`src/rtl/cafe_pkg.sv`:
```
// Shared coin codes, coin values and dispenser state encoding for the cafe vend path.
package cafe_pkg;

  typedef enum logic [1:0] {
    CoinNone    = 2'b00,
    CoinNickel  = 2'b01,
    CoinDime    = 2'b10,
    CoinQuarter = 2'b11
  } coin_e;

  localparam logic [4:0] NickelValue  = 5'd5;
  localparam logic [4:0] DimeValue    = 5'd10;
  localparam logic [4:0] QuarterValue = 5'd25;

  typedef enum logic [2:0] {
    StIdle  = 3'd0,
    StVend  = 3'd1,
    StEject = 3'd2,
    StGap   = 3'd3,
    StDone  = 3'd4,
    StFault = 3'd5
  } disp_state_e;

  localparam int unsigned MaxChangeDefault = 20;

  function automatic logic [4:0] coin_value(input coin_e coin);
    logic [4:0] val;
    case (coin)
      CoinNickel:  val = NickelValue;
      CoinDime:    val = DimeValue;
      CoinQuarter: val = QuarterValue;
      default:     val = 5'd0;
    endcase
    return val;
  endfunction

endpackage

```
`src/rtl/dispense_timer.sv`:
```
// Clearable, enabled up-counter; expired_o flags that the count has reached ACK_TIMEOUT.
module dispense_timer #(
  parameter int unsigned ACK_TIMEOUT = 255
) (
  input  logic clk,
  input  logic rst,
  input  logic clr_i,
  input  logic en_i,
  output logic expired_o
);

  localparam int unsigned CntW = (ACK_TIMEOUT < 2) ? 1 : $clog2(ACK_TIMEOUT + 1);

  logic [CntW-1:0] cnt_q;

  assign expired_o = (cnt_q == CntW'(ACK_TIMEOUT));

  always_ff @(posedge clk or posedge rst) begin
    if (rst) begin
      cnt_q <= '0;
    end else if (clr_i) begin
      cnt_q <= '0;
    end else if (en_i && !expired_o) begin
      cnt_q <= cnt_q + CntW'(1);
    end
  end

endmodule

```
`src/rtl/change_dispenser.sv`:
```
// Releases the product, then pays change coin by coin through dime/nickel hoppers.
// Optional coin inventory tracking and short-change detection: define CHANGE_INVENTORY_EN.
module change_dispenser
  import cafe_pkg::*;
#(
  parameter int unsigned MAX_CHANGE  = MaxChangeDefault,
  parameter int unsigned ACK_TIMEOUT = 255,
  parameter int unsigned DIME_INIT   = 50,
  parameter int unsigned NICKEL_INIT = 50
) (
  input  logic       clk,
  input  logic       rst,
  input  logic       vend_in,
  input  logic [4:0] change_in,
  input  logic       hopper_ack,
  output logic       dispense_product,
  output logic       eject_dime,
  output logic       eject_nickel,
  output logic       busy,
  output logic       done,
  output logic       change_err,
  output logic       short_change,
  output logic       fault
);

  disp_state_e state_q;
  coin_e       coin_q;
  coin_e       sel_coin;
  logic [4:0]  remaining_q;
  logic        vend_prev_q;
  logic        dispense_q, eject_dime_q, eject_nickel_q, busy_q, done_q;
  logic        change_err_q, fault_q;
  logic        capture, legal, timer_expired;

  assign capture = vend_in && !vend_prev_q;
  assign legal   = (32'(change_in) <= MAX_CHANGE) && ((change_in % 5'd5) == 5'd0);

  dispense_timer #(
    .ACK_TIMEOUT(ACK_TIMEOUT)
  ) u_timer (
    .clk      (clk),
    .rst      (rst),
    .clr_i    ((state_q != StEject) || hopper_ack),
    .en_i     (state_q == StEject),
    .expired_o(timer_expired)
  );

`ifdef CHANGE_INVENTORY_EN
  logic [7:0] dime_cnt_q, nickel_cnt_q;
  logic       short_q;

  always_comb begin
    sel_coin = CoinNone;
    if (remaining_q >= DimeValue && dime_cnt_q != 8'd0) begin
      sel_coin = CoinDime;
    end else if (remaining_q != 5'd0 && nickel_cnt_q != 8'd0) begin
      sel_coin = CoinNickel;
    end
  end

  assign short_change = short_q;
`else
  // Inventory sizes only matter when coin counters are built.
  logic unused_inv_params;
  assign unused_inv_params = ^{DIME_INIT, NICKEL_INIT};

  always_comb begin
    sel_coin = CoinNone;
    if (remaining_q >= DimeValue) begin
      sel_coin = CoinDime;
    end else if (remaining_q != 5'd0) begin
      sel_coin = CoinNickel;
    end
  end

  assign short_change = 1'b0;
`endif

  always_ff @(posedge clk or posedge rst) begin
    if (rst) begin
      state_q        <= StIdle;
      coin_q         <= CoinNone;
      remaining_q    <= 5'd0;
      vend_prev_q    <= 1'b0;
      dispense_q     <= 1'b0;
      eject_dime_q   <= 1'b0;
      eject_nickel_q <= 1'b0;
      busy_q         <= 1'b0;
      done_q         <= 1'b0;
      change_err_q   <= 1'b0;
      fault_q        <= 1'b0;
`ifdef CHANGE_INVENTORY_EN
      dime_cnt_q     <= 8'(DIME_INIT);
      nickel_cnt_q   <= 8'(NICKEL_INIT);
      short_q        <= 1'b0;
`endif
    end else begin
      vend_prev_q <= vend_in;
      dispense_q  <= 1'b0;
      done_q      <= 1'b0;
      unique case (state_q)
        StIdle: begin
          if (capture) begin
            state_q      <= StVend;
            dispense_q   <= 1'b1;
            busy_q       <= 1'b1;
            change_err_q <= !legal;
            remaining_q  <= legal ? change_in : 5'd0;
`ifdef CHANGE_INVENTORY_EN
            short_q      <= 1'b0;
`endif
          end
        end
        StVend, StGap: begin
          // With inventory, CoinNone on a nonzero balance means the hoppers ran dry.
          if (remaining_q == 5'd0 || sel_coin == CoinNone) begin
            state_q     <= StDone;
            done_q      <= 1'b1;
            remaining_q <= 5'd0;
`ifdef CHANGE_INVENTORY_EN
            if (remaining_q != 5'd0) short_q <= 1'b1;
`endif
          end else begin
            state_q        <= StEject;
            coin_q         <= sel_coin;
            eject_dime_q   <= (sel_coin == CoinDime);
            eject_nickel_q <= (sel_coin == CoinNickel);
          end
        end
        StEject: begin
          if (hopper_ack) begin
            state_q        <= StGap;
            remaining_q    <= remaining_q - coin_value(coin_q);
            eject_dime_q   <= 1'b0;
            eject_nickel_q <= 1'b0;
`ifdef CHANGE_INVENTORY_EN
            if (coin_q == CoinDime && dime_cnt_q != 8'd0) dime_cnt_q <= dime_cnt_q - 8'd1;
            if (coin_q == CoinNickel && nickel_cnt_q != 8'd0) nickel_cnt_q <= nickel_cnt_q - 8'd1;
`endif
          end else if (timer_expired) begin
            state_q        <= StFault;
            fault_q        <= 1'b1;
            busy_q         <= 1'b0;
            eject_dime_q   <= 1'b0;
            eject_nickel_q <= 1'b0;
          end
        end
        StDone: begin
          state_q <= StIdle;
          busy_q  <= 1'b0;
        end
        StFault: begin
          state_q <= StFault;
        end
        default: begin
          state_q <= StIdle;
          busy_q  <= 1'b0;
        end
      endcase
    end
  end

  assign dispense_product = dispense_q;
  assign eject_dime       = eject_dime_q;
  assign eject_nickel     = eject_nickel_q;
  assign busy             = busy_q;
  assign done             = done_q;
  assign change_err       = change_err_q;
  assign fault            = fault_q;

endmodule

```
`config.mk`:
```
export PLATFORM = sky130hd
export DESIGN_NAME = change_dispenser
export DESIGN_NICKNAME = d
export VERILOG_FILES = /design/src/rtl/cafe_pkg.sv /design/src/rtl/dispense_timer.sv /design/src/rtl/change_dispenser.sv
export SDC_FILE = /design/constraint.sdc
export NUM_CORES = 1
export LEC_CHECK = 0
export ABC_AREA = 1
export ABC_CLOCK_PERIOD_IN_PS = 2250
export CAP_MARGIN = 40
export CORE_MARGIN = 10
export CORE_UTILIZATION = 50
export CTS_BUF_LIST = sky130_fd_sc_hd__clkbuf_8
export CTS_CLUSTER_SIZE = 8
export DETAILED_ROUTE_END_ITERATION = 7
export PLACE_DENSITY = 0.74
export SLEW_MARGIN = 20
export SYNTH_ARGS = -nofsm -noshare
export SYNTH_HDL_FRONTEND = slang
export SYNTH_SLANG_ARGS = --single-unit
```
`constraint.sdc`:
```
create_clock -name clk -period 2.25 [get_ports clk]
set_input_delay 0.45 -clock clk [delete_from_list [all_inputs] [get_ports clk]]
set_output_delay 0.45 -clock clk [all_outputs]
set_load 0.02 [all_outputs]
```
==> summary.txt, run 1 <==
Yosys
  • YS warnings: 0
  • Top cells by area, synth: dfrtp_1 (38%), inv_1 (8.3%), nand2_1 (8.0%)
  • Compound-Gate Fraction of Synth Area: 9.06%
  • Largest family of logic cells by synthesized area: simple AND/OR/NAND/NOR gates
  • Largest area contributor in the synthesized netlist: dfrtp_1
  • XOR/XNOR Fraction of Synth Area: 1.52%
  • Syn Area/Cell: 7.85 sq um
  • Synth Area in Simple Gates: 33.8%
  • Seq/Total Area, Yosys: 37.7%
  • Cell area after synthesis: 0.00173 sq mm
  • Register bit total from synthesis: 26
  • Synth Net Count: 237
  • Post-Synthesis Cells: 220
  • Area share of fa/ha/maj cells after synthesis: 6.23%
  • Yosys top cell area share: 37.7%
  • Netlist cell types: 37
  • Multiplexer share of the synthesized area: 0%

Timing
  • Setup repair after global routing missed its margin: false
  • Max Fclk: 555 MHz
  • Clock skew: 0.00313 ns
  • Final setup fails: 0
  • Slew Limit Fails: 0
  • Fin crit share: 80.1%
  • Setup tns final: 0 ns
  • Setup ws final: 0.447 ns
  • Hold Vio Cnt, Final: 0
  • Tmin final: 1.80 ns
  • Fin Hold WS: 0.472 ns

Worst setup path
  • Reg2reg start: remaining_q[0]
  • Crit path kind: input pin to flop
  • R2R cell count: 11
  • Worst-path maximum fanout: 6
  • CP Data Arrival Time: 2.00 ns
  • Crit path largest cell delay: 0.47 ns
  • CP startpoint kind: input pin
  • Critical path, cell by cell: clkdlybuf4s50_1 -> inv_1 -> ha_1 -> nand2_1 -> clkinv_1 -> nand2_2 -> nand2_2 -> nand2_1 -> nand3_2 -> nor2_4 -> nand3_1 -> a21oi_1
  • Crit path capture type: flop
  • Reg2reg end: remaining_q[4]
  • Critical Path RT: 2.45 ns
  • R2R Setup Slk: 0.48 ns
  • Worst path slowest cell: clkdlybuf4s50_1

Detailed routing
  • DRC violations left: 0
  • Drt first pass iters: 4
  • Via count: 1,397
  • WL/cell: 11.3 microns
  • Vias per inst: 4.88
  • Initial DRC Count: 110
  • Final wirelength: 3240 microns
  • ANT nets after route: 0

Floorplan
  • Die X: 78.8 microns
  • Initial Utilization: 51.7%
  • Ports: 17
  • Die Area: 0.00620 sq mm
  • Placement Rows: 21
  • Die span in y: 78.8 microns
  • Area of the core: 0.00334 sq mm

Layout
  • Antenna cells: 0
  • Share of layout cells above drive strength 1: 15.8%
  • Final Core Density: 60.4%
  • Multi-input gate area: 878 sq um
  • Fillers: 311
  • Area grow syn2layout: 16.8%
  • Sequential Area: 651 sq um
  • Fin nets: 258

CTS
  • Clk root buf: clkbuf_8
  • Post-CTS setup buffers: 0
  • Clk_lat worst skew: 0.27 ns
  • Worst-path clk slew: 0.09 ns
  • CTS Hold Bufs: 0
  • Post-cts resize count: 0
  • CTS buffer count: 3
  • CTS tree: done
  • Max Root-Sink Buffers: 2
  • H-Tree Depth: 1
  • Clock Sinks: 26

Placed design
  • Routability Congestion: 0.810
  • DP HPWL: 2560 microns
  • Place WS: 0.149 ns
  • I/O Buffers: 15

Hold path
  • Hold Path Cell Cnt: 1
  • Hold endpoint: fault
  • Hold Startpoint: fault
  • HP Class: flop to flop

Global routing
  • Tot GR Track Use: 10.8%
  • Initial antenna violation count: 0
  • Vias in the first global route: 1,319
  • Grt ovf: 0
  • Largest net degree at the start of global routing: 27
  • First-pass GRT wire length: 5640 microns

Power and ir drop
  • Tot Pwr: 2.46 mW
  • Pleak: 1.06 nW
  • Worst VDD drop: 643 uV
  • Pwr dens: 1220 mW/mm^2

Outcome
  • Status: complete, no violations

Flow run
  • Max-cap violations: 0
## cell usage after synthesis
| master | count |
|---|---|
| a21boi_1 | 1 |
| or2_0 | 1 |
| or2_2 | 1 |
| buf_4 | 1 |
| nand2_2 | 6 |
| a31oi_1 | 2 |
| a21oi_2 | 1 |
| o21ai_0 | 9 |
| fa_1 | 1 |
| o21ai_2 | 1 |
| nand2_1 | 37 |
| nor2_8 | 1 |
| nor2_1 | 20 |
| clkbuf_1 | 1 |
| ha_1 | 7 |
| o21ai_1 | 1 |
| o31ai_1 | 1 |
| clkinv_1 | 2 |
| nand2_4 | 1 |
| a21oi_1 | 9 |
| xnor2_1 | 1 |
| dfrtp_1 | 26 |
| nor3_1 | 6 |
| nand4_1 | 2 |
| nand4_4 | 1 |
| xor2_1 | 2 |
| nor2_2 | 2 |
| o21ai_4 | 1 |
| nand3_2 | 3 |
| inv_2 | 5 |
| inv_1 | 38 |
| conb_1 | 1 |
| nand3_4 | 2 |
| nand3_1 | 19 |
| nor2_4 | 4 |
| nor3b_1 | 1 |
| inv_6 | 2 |
## cell usage in the layout, fill, tap and decap left out, types with 4 or more instances in the layout
cell,count
inv_1,38
nor2_4,4
nand3_1,19
nor2_1,20
nand2_1,37
nand2_2,6
clkdlybuf4s50_1,15
dfrtp_1,26
nor3_1,6
ha_1,7
inv_2,5
o21ai_0,9
a21oi_1,9
## kinds of logic (layout without fill, tap and decap cells)
group                      count (synthesis)  count (layout)
xor gates and xnor gates                   3               3
adders and majority gates                  8               8
AOI/OAI and AO/OA                         26              26
and+or+nand+nor                          107             107
DFF                                       26              26
buffers and inverters                     49              69
other                                      1               1
## registers in the layout, summed over array words and instances (netlist names), 2 cells and up
name / cells
coin_q: 2
remaining_q: 5
state_q: 3
u_timer.cnt_q: 8
## worst max path at each step
stage,slack [ns],start,cells past startpoint,end
2_1_floorplan,0.64,coin_q[0],11,remaining_q[4]
3_3_place_gp,0.20,change_in[3],12,remaining_q[4]
3_5_place_dp,0.15,change_in[3],12,remaining_q[0]
4_1_cts,0.44,change_in[3],12,remaining_q[0]
5_1_grt,0.25,change_in[3],12,remaining_q[0]
6_report,0.45,change_in[3],12,remaining_q[2]
## metal layers
layer / share of wire (%) / track usage (%) / vias up / wire length (microns)
li1: - / - / 733 / -
met1: 49 / 13.6 / 629 / 1570
met2: 45 / 17.4 / 30 / 1440
met3: 5.1 / 2.36 / 5 / 166
met4: 1.7 / 4.66 / 0 / 55
met5: 0 / 0 / - / 0
## worst max-delay path: cells and delay by family
family	cells	cell delay, ns
adder cells (fa/ha/maj)	1	0.17
AND/OR/NAND/NOR	7	0.63
AO/OA/AOI/OAI	1	0.13
buffers and inverters	3	0.61
## report_power, final
part	internal (mW)	total, mW	switching [mW]
sequential	0.613	0.717	0.104
combinational	0.512	1.36	0.843
clock	0.238	0.388	0.150
total	1.36	2.46	1.10
## cell type report
cell class / count / area share, %
clock buffer: 3 / 2.05
clock inverter: 1 / 1.49
inverter: 47 / 9.24
multi-input combinational: 145 / 43.5
sequential: 26 / 32.3
tap: 46 / 2.85
timing repair buffer: 18 / 8.56
## stage by stage
stage	instances	cell area, sq um
after floorplan	220	1730
final	286	2020
after CTS	286	2020
after global routing	286	2020
after global placement	282	1950
after detailed placement	282	1950
No activity file was read; power rests on OpenSTA's default activity.
==> inputs of run 2 (changes only) <==
ABC_CLOCK_PERIOD_IN_PS = 1500   (was 2250)
PLACE_DENSITY = 0.77   (was 0.74)
clock period = 1.5 ns   (was 2.25 ns; I/O delays follow)
==> summary.txt, run 2 (synthesis gave the netlist of run 1 again) <==
Outcome
  • Status: finished with violations
  • Failing checks: setup timing

Hold path
  • HP Class: input pin to asynchronous set/reset pin

Detailed routing
  • ANT nets after route: 0
  • Final wirelength: 4380 microns
  • Vias per inst: 5.00
  • DRC violations left: 0
  • Met3 Wirelength: 176 microns
  • WL/cell: 13.9 microns
  • WL met2: 2200 microns
  • Top Layer Used: met4
  • Via count: 1,579
  • Initial DRC Count: 99
  • Metal-1 WL: 1890 microns
  • Drt first pass iters: 4

CTS
  • Clock Sinks: 26
  • Clk_lat worst skew: 0.28 ns
  • H-Tree Depth: 1
  • Worst-path clk slew: 0.10 ns
  • Clk root buf: clkbuf_8
  • CTS tree: done
  • CTS Hold Bufs: 0
  • CTS buffer count: 3
  • Max Root-Sink Buffers: 2

Floorplan
  • Placement Rows: 21
  • Area of the core: 0.00334 sq mm
  • Die Area: 0.00620 sq mm
  • Initial Utilization: 51.7%
  • Ports: 17
  • Die X: 78.8 microns
  • Die span in y: 78.8 microns

Global routing
  • Initial antenna violation count: 0
  • Largest net degree at the start of global routing: 27
  • Tot GR Track Use: 13.3%
  • Vias in the first global route: 1,540
  • Grt ovf: 0
  • First-pass GRT wire length: 6820 microns

Timing
  • Clock skew: 0.00379 ns
  • Setup ws final: -0.174 ns
  • Setup repair after global routing missed its margin: true
  • Hold Vio Cnt, Final: 0
  • Tmin final: 1.67 ns
  • Setup tns final: -0.673 ns
  • Max Fclk: 597 MHz
  • Slew Limit Fails: 0
  • Fin crit share: 112%
  • Final setup fails: 6

Placed design
  • I/O Buffers: 15
  • Routability Congestion: 0.803
  • DP HPWL: 2810 microns
  • Post-Place Cells: 303
  • Placed Area: 0.00212 sq mm

Layout
  • Commonest non-fill, non-tap cells in the layout: inv_1 (31), nand2_1 (31), buf_4 (26), dfrtp_1 (24), nor2_1 (16)
  • Final Non-Filler Cells: 316
  • Final instance area: 0.00246 sq mm
  • Top Registers: u_timer.cnt_q x8, remaining_q x5, state_q x3
  • Fin nets: 288
  • Sequential Area: 653 sq um
  • Final Core Density: 73.6%
  • Multi-input gate area: 0.00108 sq mm
  • Fillers: 258
  • Area grow syn2layout: 42.2%
  • Largest register FFs: 8
  • Antenna cells: 0
  • Most flops, register: u_timer.cnt_q
  • Share of layout cells above drive strength 1: 41.1%

Worst setup path
  • Worst-path maximum fanout: 4
  • Worst path slowest cell: dfrtp_2
  • Critical Path RT: 1.72 ns
  • CP Data Arrival Time: 1.89 ns
  • CP startpoint kind: flop
  • Setup crit start: coin_q[0]
  • Most frequent CP cell: nand2_2
  • Crit path kind: flop to flop
  • Crit path largest cell delay: 0.46 ns
  • Critical path, cell by cell: inv_2 -> nand2_2 -> fa_2 -> nand2_2 -> a21oi_2 -> o21ai_1 -> nand3_2 -> nand2_2 -> inv_2 -> a21oi_2
  • Reg2reg start: coin_q[0]
  • Crit path capture type: flop

Power and ir drop
  • Pleak: 1.27 nW
  • Pwr dens: 1990 mW/mm^2
  • Tot Pwr: 4.88 mW
  • Worst VDD drop: 1080 uV

Flow run
  • Max-cap violations: 0
==> run 2: changes by cell type in the layout (fill, tap and decap cells not counted), sizes merged <==
cell           change
buf               +29
dlygate4sd2        +9
clkdlybuf4s15      +1
nand4              +1
clkdlybuf4s50     -10
==> run 2: worst max-delay path: cells and delay by family (launching register included) <==
family                   cells  cell delay [ns]
flip-flops                   1             0.46
AO/OA/AOI/OAI                3             0.34
adder cells (fa/ha/maj)      1             0.37
buffers and inverters        2             0.12
AND/OR/NAND/NOR              4             0.33
==> run 2: routing by layer <==
| metal | GRT usage (%) | vias up |
|---|---|---|
| met3 | 2.14 | 10 |
| li1 | - | 793 |
| met1 | 16.0 | 744 |
| met4 | 6.45 | 0 |
| met5 | 0 | - |
| met2 | 22.5 | 32 |
==> run 2: repair_timing <==
action / CTS / global route
gates cloned: 1 / 0
resized for setup: 33 / 37
hold endpoints to repair: 0 / 0
setup endpoints to repair: 13 / 16
pin swaps: 12 / 12
buffers inserted: 9 / 4
==> run 2: final cells by class <==
| type | instances | share of cell area (%) |
|---|---|---|
| multi-input cells | 146 | 43.8 |
| flip-flops and latches | 26 | 26.6 |
| repair buffers | 47 | 16.7 |
| inverters | 47 | 7.64 |
| well taps | 46 | 2.34 |
| clock buffers | 3 | 1.68 |
| clock inverters | 1 | 1.22 |
==> run 2: per-stage QoR <==
stage,setup WS (ns),hold slack [ns]
finish,-0.174,0.380
global route,-0.255,0.411
CTS,-0.143,0.402
detailed placement,-0.447,0.453
global placement,-0.367,0.449
floorplan,-0.0440,0.331
==> run 2: final timing paths <==
check                                    to  slack, ns  depth (start not counted)
max reg2reg                  remaining_q[4]      -0.17                         10
min reg2reg                           fault       0.47                          1
min in group clk                      fault       0.47                          1
max in group asynchronous    remaining_q[1]       0.84                          3
min                        u_timer.cnt_q[5]       0.38                          3
max                          remaining_q[4]      -0.17                         10
==> run 2: power by group <==
group          internal [mW]  switching [mW]
logic                   1.35            1.81
clock network          0.358           0.246
registers              0.924           0.191
total                   2.63            2.25
